$ cat src/rtl/ex_mem_reg.sv
// EX/MEM pipeline register with a three-state data-cache request sequencer.
// Optional macro EX_MEM_TRACKER_EN adds instruction/PC tracker registers.
//
// state | meaning
// IDLE  | no memory access pending; stage may capture or bubble
// REQ   | data-cache request outstanding; stage frozen until dhit
// DONE  | request completed last cycle; stage may capture again

module ex_mem_reg (
    input  logic        CLK,
    input  logic        nRST,
    input  logic        enable_EX_MEM,
    input  logic        flush_EX_MEM,
    input  logic        dREN_ID_EX,
    input  logic        dWEN_ID_EX,
    input  logic        WEN_ID_EX,
    input  logic        halt_ID_EX,
    input  logic [4:0]  wsel_EX,
    input  logic [31:0] alu_out_EX,
    input  logic [31:0] store_data_EX,
    input  logic        dhit,
    input  logic [31:0] dmemload,
`ifdef EX_MEM_TRACKER_EN
    input  logic [31:0] instruction_ID_EX,
    input  logic [31:0] imemaddr_ID_EX,
    input  logic [31:0] next_imemaddr_ID_EX,
    output logic [31:0] instruction_EX_MEM,
    output logic [31:0] imemaddr_EX_MEM,
    output logic [31:0] next_imemaddr_EX_MEM,
`endif
    output logic        dREN,
    output logic        dWEN,
    output logic [31:0] dmemaddr,
    output logic [31:0] dmemstore,
    output logic        WEN_EX_MEM,
    output logic        halt_EX_MEM,
    output logic [4:0]  wsel_EX_MEM,
    output logic [31:0] alu_out_EX_MEM,
    output logic [31:0] dload_EX_MEM,
    output logic        mem_stall
);

    typedef enum logic [1:0] {
        IDLE = 2'd0,
        REQ  = 2'd1,
        DONE = 2'd2
    } state_t;

    state_t      state, next_state;

    logic        dren_q;
    logic        dwen_q;
    logic [31:0] store_data_q;

    logic        can_capture;
    logic        load_bubble;
    logic        load_inputs;
    logic        take_load;

    always_ff @(posedge CLK) begin
        if (!nRST) begin
            state <= IDLE;
        end else begin
            state <= next_state;
        end
    end

    always_comb begin
        can_capture = (state != REQ);
        load_bubble = can_capture && flush_EX_MEM;
        load_inputs = can_capture && !flush_EX_MEM && enable_EX_MEM;
        take_load   = (state == REQ) && dhit;

        next_state  = IDLE;
        dREN        = 1'b0;
        dWEN        = 1'b0;
        mem_stall   = 1'b0;

        case (state)
            IDLE, DONE: begin
                if (load_inputs && (dREN_ID_EX || dWEN_ID_EX)) begin
                    next_state = REQ;
                end else begin
                    next_state = IDLE;
                end
            end
            REQ: begin
                // a store that also has dREN latched is issued as a store only
                dWEN      = dwen_q;
                dREN      = dren_q && !dwen_q;
                mem_stall = !dhit;
                next_state = dhit ? DONE : REQ;
            end
            default: begin
                next_state = IDLE;
            end
        endcase
    end

    always_ff @(posedge CLK) begin
        if (!nRST) begin
            dren_q         <= 1'b0;
            dwen_q         <= 1'b0;
            WEN_EX_MEM     <= 1'b0;
            halt_EX_MEM    <= 1'b0;
            wsel_EX_MEM    <= 5'd0;
            alu_out_EX_MEM <= 32'd0;
            store_data_q   <= 32'd0;
            dload_EX_MEM   <= 32'd0;
        end else if (load_bubble) begin
            dren_q         <= 1'b0;
            dwen_q         <= 1'b0;
            WEN_EX_MEM     <= 1'b0;
            halt_EX_MEM    <= 1'b0;
            wsel_EX_MEM    <= 5'd0;
            alu_out_EX_MEM <= 32'd0;
            store_data_q   <= 32'd0;
            dload_EX_MEM   <= 32'd0;
        end else if (load_inputs) begin
            // dload_EX_MEM keeps the last returned data across a normal capture
            dren_q         <= dREN_ID_EX;
            dwen_q         <= dWEN_ID_EX;
            WEN_EX_MEM     <= WEN_ID_EX;
            halt_EX_MEM    <= halt_ID_EX;
            wsel_EX_MEM    <= wsel_EX;
            alu_out_EX_MEM <= alu_out_EX;
            store_data_q   <= store_data_EX;
        end else if (take_load) begin
            dload_EX_MEM   <= dmemload;
        end
    end

`ifdef EX_MEM_TRACKER_EN
    always_ff @(posedge CLK) begin
        if (!nRST || load_bubble) begin
            instruction_EX_MEM   <= 32'd0;
            imemaddr_EX_MEM      <= 32'd0;
            next_imemaddr_EX_MEM <= 32'd0;
        end else if (load_inputs) begin
            instruction_EX_MEM   <= instruction_ID_EX;
            imemaddr_EX_MEM      <= imemaddr_ID_EX;
            next_imemaddr_EX_MEM <= next_imemaddr_ID_EX;
        end
    end
`endif

    assign dmemaddr  = alu_out_EX_MEM;
    assign dmemstore = store_data_q;

endmodule

$ cat config.mk
export PLATFORM = sky130hd
export DESIGN_NAME = ex_mem_reg
export DESIGN_NICKNAME = d
export VERILOG_FILES = /design/src/rtl/ex_mem_reg.sv
export SDC_FILE = /design/constraint.sdc
export NUM_CORES = 1
export LEC_CHECK = 0
export ABC_CLOCK_PERIOD_IN_PS = 1390
export BUFFER_PORTS_ARGS = -buffer_cell sky130_fd_sc_hd__buf_2
export CAP_MARGIN = 10
export CORE_AREA = 3 3 110 112
export CTS_CLUSTER_DIAMETER = 80
export CTS_CLUSTER_SIZE = 30
export DETAILED_ROUTE_END_ITERATION = 10
export DIE_AREA = 0 0 113 115
export PLACE_DENSITY = 0.75
export RECOVER_POWER = 25
export SLEW_MARGIN = 30
export SYNTH_ARGS = -nofsm -noshare
export SYNTH_HDL_FRONTEND = slang
export SYNTH_SLANG_ARGS = --single-unit
export TNS_END_PERCENT = 5
$ cat constraint.sdc
create_clock -name CLK -period 1.39 [get_ports CLK]
set_clock_uncertainty 0.2 [all_clocks]
set_input_delay 0.0695 -clock CLK [delete_from_list [all_inputs] [get_ports CLK]]
set_output_delay 0.0695 -clock CLK [all_outputs]
set_load 0.005 [all_outputs]
==> key figures, run 1 <==
Routing
  – DRC viols: 0
  – Total Wirelength: 17000 µm
  – Routed vias: 5015
  – WL/cell: 17.3 µm
  – Routed Antenna Nets: 0
  – Drt first pass iters: 9
  – DR vias/cell: 5.09
  – Detailed Route Iter0 Violations: 412

Clocking
  – CTS tree: built
  – Clk Latency, worst-skew pair: 0.34 ns
  – Clock root buffer master: clkbuf_16
  – Inserted Clock Buffers: 9
  – H-tree lvl count: 3
  – Clock transition at path regs: 0.07 ns
  – Clk sinks: 107
  – Clk buf depth: 2

Status
  – Violated checks: negative setup slack
  – Status: finished with violations

Logic synthesis
  – Warnings, synthesis: 0
  – Mapped Cells: 519
  – Synth Register Bits: 107
  – Post-synth EDFFs: 0
  – Most common cell in the netlist: dfxtp_1
  – Post-synthesis cell type count: 24
  – Post-synthesis cell area: 4450 µm²
  – Synth area leaders: dfxtp_1, a21oi_2, nand3_1
  – Post-synth ARST share: 0%
  – Synth area leader: dfxtp_1
  – Register area share after synthesis: 48.2%
  – Syn_nets: 629
  – Syn Area/Cell: 8.57 µm²
  – Prevailing post-synth register cell: dfxtp_1
  – Most frequent cells after synthesis: dfxtp_1, nand3_1, o21ai_0
  – Synth top area share: 48.2%

Run
  – Max Cap Viol: 0

Layout
  – Antenna diode count: 0
  – Layout cells sized above 1: 43.3%
  – Nets@finish: approximately 950
  – Post-layout util: between 60% and 70%
  – Filler cells: 900
  – Area Growth Syn to Fin: 66.0%
  – Final instance area: around 7400 µm²
  – Final instance count without filler cells: 985

STA
  – Final min period: 1.51 ns
  – Relative slew margins: 80.8%
  – TNS Setup: -7.91 ns
  – WHS: 0.0394 ns
  – Max Transition Viols Final: 0
  – Fmax: 0.663 GHz
  – Worst setup margin: -0.118 ns
  – Worst Max-Slew Pin Slew: 0.285 ns
  – Fin crit share: 108%
  – RSZ-0062 raised after global routing: true
  – Endpoints failing hold: 0
  – Final setup viols: 107

Setup path
  – Worst Reg-to-Reg Cells: 6
  – Crit Path Max Fanout: 4
  – Critical path capture point type: output port
  – Reg-to-Reg Start: state[0]
  – Crit path to: dWEN
  – Critical path launch point: state[0]
  – CP Data Required Time: about 1.1 ns
  – Startpoint Class: flip-flop
  – Setup Crit Path Kind: flip-flop to output port
  – Flop-to-flop setup slack: -0.11 ns
  – Worst EP arrival: 1.24 ns
  – Reg2reg end: dload_EX_MEM[31]

Placed design
  – HPWL after DPL: 8770 µm
  – Placed insts: around 850
  – Dpl cell area: ~5600 µm²
  – IO Port Bufs: roughly 250
  – Gpl congestion: 0.762

Floorplan
  – Die ar.: roughly 13000 µm²
  – Core Box Area: 11300 µm²
  – I/O pins: 248
  – Core Rows: 39
  – Initial core utilization: around two fifths
  – Die H: 115 µm
  – Die X: 113 µm

Power and ir drop
  – PD cells: around 930 nW/µm²
  – Gate power share: 16.4%
  – Sw Share: approximately 25%
  – P_int: 5.18 mW
  – Worst vdd ir: approximately 690 µV
  – Clock share of power: a little under two fifths
  – Net switching power: 1.69 mW
  – Static leakage: 3.16 nW
  – Flop pwr share: 46.1%

Global routing
  – Number of global-route vias before repair: 5032
  – Initial antenna violation count: 0
  – Largest net degree at the start of global routing: 45
  – GRT Util Overall: 24.2%
  – Global-route wire length before repair: 25200 µm
  – GRT overflow: 0

Worst hold path
  – Worst min path class: input port to flip-flop
[how the worst min path moves through the flow]
stage / start / end / slack, ns / cells after the start
2_1_floorplan: dhit / mem_stall / -0.02 / 1
3_3_place_gp: dmemload[31] / dload_EX_MEM[31] / 0.12 / 3
3_5_place_dp: dmemload[31] / dload_EX_MEM[31] / 0.12 / 3
4_1_cts: flush_EX_MEM / dmemstore[28] / 0.03 / 5
5_1_grt: flush_EX_MEM / dmemstore[27] / 0.05 / 5
6_report: flush_EX_MEM / dmemstore[26] / 0.04 / 5
[what timing repair did]
item	in CTS	in global routing
gates resized for setup	22	29
hold buffers	107	0
buffers inserted	9	0
pin swaps	1	10
gates cloned	5	3
hold endpoints to repair	107	0
setup endpoints to repair	70	108
[critical path: stages, from the launching register on]
cell and delay (ns):
dfxtp_2 0.34, nor2b_4 0.21, buf_12 0.12, and2_1 0.11, buf_2 0.11
[logic make-up (layout without fill, tap and decap cells)]
logic type	after synthesis	after routing	share of synthesized area (%)
AO/OA/AOI/OAI	180	180	24.8
buffers and inverters	83	406	11.6
flip-flops	107	107	48.2
AND/OR/NAND/NOR	149	149	15.4
[layout by cell type (no fill, tap or decap), drive strengths merged]
| master | n |
|---|---|
| a21oi | 105 |
| and2 | 2 |
| and3b | 1 |
| buf | 267 |
| bufbuf | 1 |
| bufinv | 1 |
| clkbuf | 25 |
| clkinv | 3 |
| clkinvlp | 1 |
| dfxtp | 107 |
| dlygate4sd3 | 107 |
| inv | 1 |
| nand2 | 64 |
| nand2b | 2 |
| nand3 | 73 |
| nand3b | 1 |
| nor2 | 2 |
| nor2b | 2 |
| nor3 | 1 |
| nor3b | 1 |
| o21a | 1 |
| o21ai | 74 |
[power by group through the flow]
stage	clock (mW)	sequential [mW]	combinational [mW]
floorplan	0	3.24	0.379
global placement	0	3.23	0.710
detailed placement	0	3.24	0.712
CTS	2.62	3.17	1.06
global route	2.75	3.18	1.21
finish	2.57	3.17	1.13
[registers in the layout, indices dropped and copies added, names as in the netlist]
signal and count:
state 2, dload_EX_MEM 32, WEN_EX_MEM 1, dren_q 1, halt_EX_MEM 1, dwen_q 1
alu_out_EX_MEM 32, wsel_EX_MEM 5, dmemstore 32
[per-layer routing]
layer  track usage [%]  up-vias  share of wire (%)
li1                  -     2394                  -
met1              28.3     2328                 40
met2              43.1      266                 50
met3              6.42       27                8.3
met4              8.17        0                1.9
met5                 0        -                  0
[cell type report]
type	instances	area, µm²	share of cell area, %
clock buffers	11	243	3.29
clock inverters	5	52.6	0.712
inverters	1	3.75	0.0508
multi-input cells	329	1910	25.8
flip-flops and latches	107	2140	29.0
well taps	143	179	2.42
repair buffers	389	2860	38.7
[stage by stage]
stage | total power, mW | setup slack (ns)
after floorplan | 3.62 | -0.00307
after global placement | 3.94 | -0.0133
after detailed placement | 3.95 | -0.0588
after CTS | 6.84 | -0.112
after global routing | 7.13 | -0.201
final | 6.87 | -0.118
(Power assumes the default switching activity.)
==> run 2, diff against run 1 <==
- ABC_CLOCK_PERIOD_IN_PS: 1390 -> default
- MAX_ROUTING_LAYER: default -> met4
==> key figures, run 2 (synthesized netlist as in run 1, its figures left out) <==
Layout
  – Antenna diode count: 0 (unchanged)
  – Final instance count without filler cells: 985 (unchanged)
  – Final instance area: 7380 µm² (unchanged)
  – Area Growth Syn to Fin: 66.0% (unchanged)
  – Filler cells: 900 (unchanged)
  – Layout cells sized above 1: 43.3% (unchanged)
  – Most frequent cells in the layout: buf_2, dlygate4sd3_1, dfxtp_1 (unchanged)
  – Nets@finish: 947 (unchanged)
  – Leading cell type in the layout, fill and taps excluded: buf_2 (unchanged)

Clocking
  – Clock transition at path regs: 0.07 ns (about the same)
  – Inserted Clock Buffers: 9 (unchanged)
  – CTS tree: built (unchanged)
  – Clk Latency, worst-skew pair: 0.34 ns (about the same)
  – Clk buf depth: 2 (unchanged)
  – Clock root buffer master: clkbuf_16 (unchanged)
  – H-tree lvl count: 3 (unchanged)
  – Clk sinks: 107 (unchanged)

Power and ir drop
  – Static leakage: 3.16 nW (unchanged)
  – Total power: 6.86 mW (was 6.87 mW)
  – Worst vdd ir: 686 µV (about the same)
  – PD cells: 929 nW/µm² (was 930 nW/µm²)

Placed design
  – Placed insts: 845 (unchanged)
  – Gpl congestion: 0.772 (was 0.762)
  – HPWL after DPL: 8770 µm (unchanged)
  – IO Port Bufs: 247 (unchanged)
  – Dpl cell area: 5620 µm² (unchanged)

Floorplan
  – Core Rows: 39 (unchanged)
  – Die ar.: 13000 µm² (unchanged)
  – Die H: 115 µm (unchanged)
  – Die X: 113 µm (unchanged)
  – Initial core utilization: 39.3% (unchanged)
  – I/O pins: 248 (unchanged)
  – Core Box Area: 11300 µm² (unchanged)

STA
  – RSZ-0062 raised after global routing: true (unchanged)
  – Fmax: 0.664 GHz (was 0.663 GHz)
  – Final setup viols: 107 (unchanged)
  – Max Transition Viols Final: 0 (unchanged)
  – Endpoints failing hold: 0 (unchanged)
  – Relative slew margins: 80.9% (was 80.8%)
  – Final min period: 1.51 ns (about the same)
  – Fin crit share: 108% (about the same)
  – Worst setup margin: -0.115 ns (was -0.118 ns)
  – Worst Max-Slew Pin Slew: 0.283 ns (was 0.285 ns)

Routing
  – WL/cell: 17.2 µm (was 17.3 µm)
  – Total Wirelength: 16900 µm (was 17000 µm)
  – Routed Antenna Nets: 0 (unchanged)
  – DR vias/cell: 5.10 (was 5.09)
  – Drt first pass iters: 6 (was 9)
  – Routed vias: 5024 (was 5015)
  – DRC viols: 0 (unchanged)
  – Detailed Route Iter0 Violations: 443 (was 412)

Setup path
  – Crit Path Max Fanout: 4 (unchanged)
  – Startpoint Class: flip-flop (unchanged)
  – CP Data Required Time: 1.12 ns (about the same)
  – Worst EP arrival: 1.24 ns (about the same)
  – Setup Crit Path Kind: flip-flop to output port (unchanged)
  – Critical path capture point type: output port (unchanged)

Status
  – Violated checks: negative setup slack (unchanged)
  – Status: finished with violations (unchanged)

Global routing
  – Initial antenna violation count: 0 (unchanged)
  – Largest net degree at the start of global routing: 45 (unchanged)
  – GRT Util Overall: 24.9% (was 24.2%)
  – GRT overflow: 0 (unchanged)
  – Global-route wire length before repair: 25100 µm (was 25200 µm)
  – Number of global-route vias before repair: 5039 (was 5032)

Worst hold path
  – Worst min path class: input port to flip-flop (unchanged)

Run
  – Max Cap Viol: 0 (unchanged)
==> run 2: layout make-up <==
type	instances	area [µm²]	area share [%]
sequential	107	2140	29.0
multi-input combinational	329	1910	25.8
inverter	1	3.75	0.0508
tap	143	179	2.42
clock buffer	11	243	3.29
clock inverter	5	52.6	0.712
timing repair buffer	389	2860	38.7
==> run 2: critical path, stage by stage (launching register included) <==
cell and delay (ns):
dfxtp_2 0.34, nor2b_4 0.21, buf_12 0.12, and2_1 0.11, buf_2 0.11
==> run 2: worst paths after layout <==
path | from | slack [ns] | cells after the start | to
min | flush_EX_MEM | 0.04 | 5 | dmemstore[26]
min reg2reg | dload_EX_MEM[24] | 0.27 | 2 | dload_EX_MEM[24]
max | state[0] | -0.12 | 4 | dWEN
max reg2reg | state[0] | -0.11 | 6 | dload_EX_MEM[31]
==> run 2: through the flow <==
stage          TNS (ns)  util (%)  hold WS [ns]  worst slack, ns
6_report          -7.80      65.2        0.0393           -0.115
5_1_grt          -15.39      65.2        0.0485           -0.201
4_1_cts           -6.54      64.0        0.0293           -0.112
3_5_place_dp     -0.887      49.7         0.116          -0.0588
3_3_place_gp    -0.0272      49.7         0.118          -0.0133
2_1_floorplan   -0.0583         -       -0.0224         -0.00307
==> run 2: timing repair <==
item,in CTS,in global routing
pin swaps,1,10
endpoints found under the hold margin,107,0
gates cloned,5,3
gates resized for setup,22,29
hold buffers,107,0
setup buffers,9,0
endpoints found under the setup margin,70,108
==> run 2: metal layers <==
metal | routed length [µm] | share of wire (%) | global-route usage (%)
met1 | 6760 | 40 | 29.1
met2 | 8530 | 50 | 43.0
met3 | 1320 | 7.8 | 5.05
met4 | 337 | 2.0 | 8.17
met5 | 0 | 0 | -
==> run 2: report_power, final <==
group | switching, mW | internal (mW)
clock network | 1.12 | 1.44
logic | 0.521 | 0.607
registers | 0.0396 | 3.13
total | 1.68 | 5.18
==> run 3, diff against run 2 <==
- REMOVE_ABC_BUFFERS: default -> 1
==> key figures, run 3 (synthesized netlist as in run 1, its figures left out) <==
Global routing
  – Global-route wire length before repair: 25000 µm (was 25100 µm)
  – GRT Util Overall: 24.6% (was 24.9%)
  – GRT overflow: 0 (unchanged)
  – Initial antenna violation count: 0 (unchanged)
  – Number of global-route vias before repair: 5068 (was 5039)
  – Largest net degree at the start of global routing: 47 (was 45)

Floorplan
  – Die ar.: 13000 µm² (unchanged)
  – Core Rows: 39 (unchanged)
  – Core Box Area: 11300 µm² (unchanged)
  – Initial core utilization: 39.3% (unchanged)
  – Die H: 115 µm (unchanged)
  – I/O pins: 248 (unchanged)
  – Die X: 113 µm (unchanged)

Power and ir drop
  – Sw Share: 24.8% (was 24.5%)
  – Worst vdd ir: 591 µV (was 686 µV)
  – Gate power share: 15.4% (was 16.4%)
  – Static leakage: 3.09 nW (was 3.16 nW)
  – Flop pwr share: 46.1% (was 46.2%)
  – Clock share of power: 38.5% (was 37.3%)
  – PD cells: 948 nW/µm² (was 929 nW/µm²)
  – Net switching power: 1.70 mW (was 1.68 mW)
  – P_int: 5.16 mW (was 5.18 mW)

Setup path
  – Critical path's top delay family: buffers and inverters (was flip-flops)
  – Crit-path cells: nor2b_4, buf_6, o21ai_4, buf_12, buf_12, a21oi_2 (was nor2b_4, buf_12, and2_1, buf_2)
  – Crit Path Max Fanout: 18 (was 4)
  – Startpoint Class: flip-flop (unchanged)
  – Slowest-stage cell, CP: dfxtp_2 (unchanged)
  – CP dominant cell by count: buf_12
  – Worst path bufs/invs: 3 (was 2)
  – Critical path capture point type: flip-flop (was output port)
  – Setup Crit Path Kind: flip-flop to flip-flop (was flip-flop to output port)
  – Slowest stage delay, CP: 0.33 ns (was 0.34 ns)
  – Worst EP arrival: 1.50 ns (was 1.24 ns)
  – CP Data Required Time: 1.42 ns (was 1.12 ns)

Layout
  – Layout cells sized above 1: 41.8% (was 43.3%)
  – Area Growth Syn to Fin: 62.8% (was 66.0%)
  – Post-layout util: 64.0% (was 65.2%)
  – Leading cell type in the layout, fill and taps excluded: buf_2 (unchanged)
  – Most frequent cells in the layout: buf_2, dlygate4sd3_1, dfxtp_1 (unchanged)
  – Nets@finish: 948 (was 947)

STA
  – Final min period: 1.47 ns (was 1.51 ns)
  – TNS Setup: -4.02 ns (was -7.80 ns)
  – Final setup viols: 107 (unchanged)
  – RSZ-0062 raised after global routing: true (unchanged)
  – Worst Max-Slew Pin Slew: 0.314 ns (was 0.283 ns)
  – Fmax: 0.682 GHz (was 0.664 GHz)
  – Fin crit share: 106% (was 108%)
  – Relative slew margins: 79.1% (was 80.9%)
  – Max Transition Viols Final: 0 (unchanged)
  – Endpoints failing hold: 0 (unchanged)
  – Worst setup margin: -0.0773 ns (was -0.115 ns)

Routing
  – Routed vias: 5114 (was 5024)
  – Detailed Route Iter0 Violations: 498 (was 443)
  – WL/cell: 16.3 µm (was 17.2 µm)
  – DR vias/cell: 5.18 (was 5.10)
  – Total Wirelength: 16100 µm (was 16900 µm)
  – DRC viols: 0 (unchanged)
  – Drt first pass iters: 7 (was 6)
  – Routed Antenna Nets: 0 (unchanged)

Clocking
  – Clk Latency, worst-skew pair: 0.34 ns (about the same)
  – Clk sinks: 107 (unchanged)
  – H-tree lvl count: 3 (unchanged)
  – Clock transition at path regs: 0.07 ns (about the same)
  – Clk buf depth: 2 (unchanged)
  – Inserted Clock Buffers: 9 (unchanged)
  – CTS tree: built (unchanged)
  – Clock root buffer master: clkbuf_16 (unchanged)

Placed design
  – HPWL after DPL: 8980 µm (was 8770 µm)
  – Gpl congestion: 0.789 (was 0.772)
  – IO Port Bufs: 247 (unchanged)

Run
  – Max Cap Viol: 0 (unchanged)

Status
  – Status: finished with violations (unchanged)
  – Violated checks: negative setup slack (unchanged)

Worst hold path
  – Worst min path class: input port to flip-flop (unchanged)
-- run 3: layout make-up --
type	count	area, µm²
Antenna cell	1	2.50
Clock buffer	10	239
Clock inverter	6	68.8
Fill cell	877	4080
Inverter	1	3.75
Multi-Input combinational cell	329	1860
Sequential cell	107	2140
Tap cell	143	179
Timing Repair Buffer	390	2740
-- run 3: worst paths after layout --
| path | startpoint | to | slack, ns | cells past startpoint |
|---|---|---|---|---|
| setup / recovery | state[0] | dload_EX_MEM[27] | -0.08 | 6 |
| hold / removal | flush_EX_MEM | dren_q | 0.08 | 5 |
| setup reg to reg | state[0] | dload_EX_MEM[27] | -0.08 | 6 |
| hold reg to reg | dmemstore[23] | dmemstore[23] | 0.27 | 2 |
-- run 3: what timing repair did --
action                                  CTS  global route
pin swaps                                 1             2
endpoints found under the setup margin   54           108
hold buffers                            106             1
hold endpoints to repair                107             1
resized for setup                        14            14
buffers inserted                          5             0
-- run 3: power groups by stage --
| stage | logic [mW] | clock network, mW | registers (mW) |
|---|---|---|---|
| 3_3_place_gp | 0.756 | 0 | 3.23 |
| 6_report | 1.06 | 2.64 | 3.17 |
| 2_1_floorplan | 0.279 | 0 | 3.25 |
| 4_1_cts | 1.01 | 2.70 | 3.17 |
| 5_1_grt | 1.14 | 2.84 | 3.18 |
| 3_5_place_dp | 0.757 | 0 | 3.24 |
-- run 3: per-stage QoR --
step	hold slack, ns	total power [mW]	cells	area (µm²)	setup slack (ns)
after floorplan	-0.0224	3.52	437	3940	-1.79
after global placement	0.117	3.99	858	5750	0.0138
after detailed placement	0.119	3.99	858	5750	-0.0525
after CTS	-0.103	6.88	985	7200	-0.0645
after global routing	0.104	7.15	986	7240	-0.126
final	0.0791	6.87	987	7240	-0.0773
-- run 3: layer usage --
| metal | up-vias | wire (µm) | track usage [%] |
|---|---|---|---|
| met2 | 319 | 8050 | 40.9 |
| met1 | 2360 | 6080 | 27.9 |
| met4 | 0 | 521 | 12.3 |
| met3 | 45 | 1440 | 5.74 |
| met5 | - | 0 | - |
| li1 | 2390 | - | - |
-- run 3: worst min-delay path, delay by kind of cell --
family	cells	cell delay, ns
compound gates	1	0.05
buf+inv	2	0.30
simple gates	2	0.16
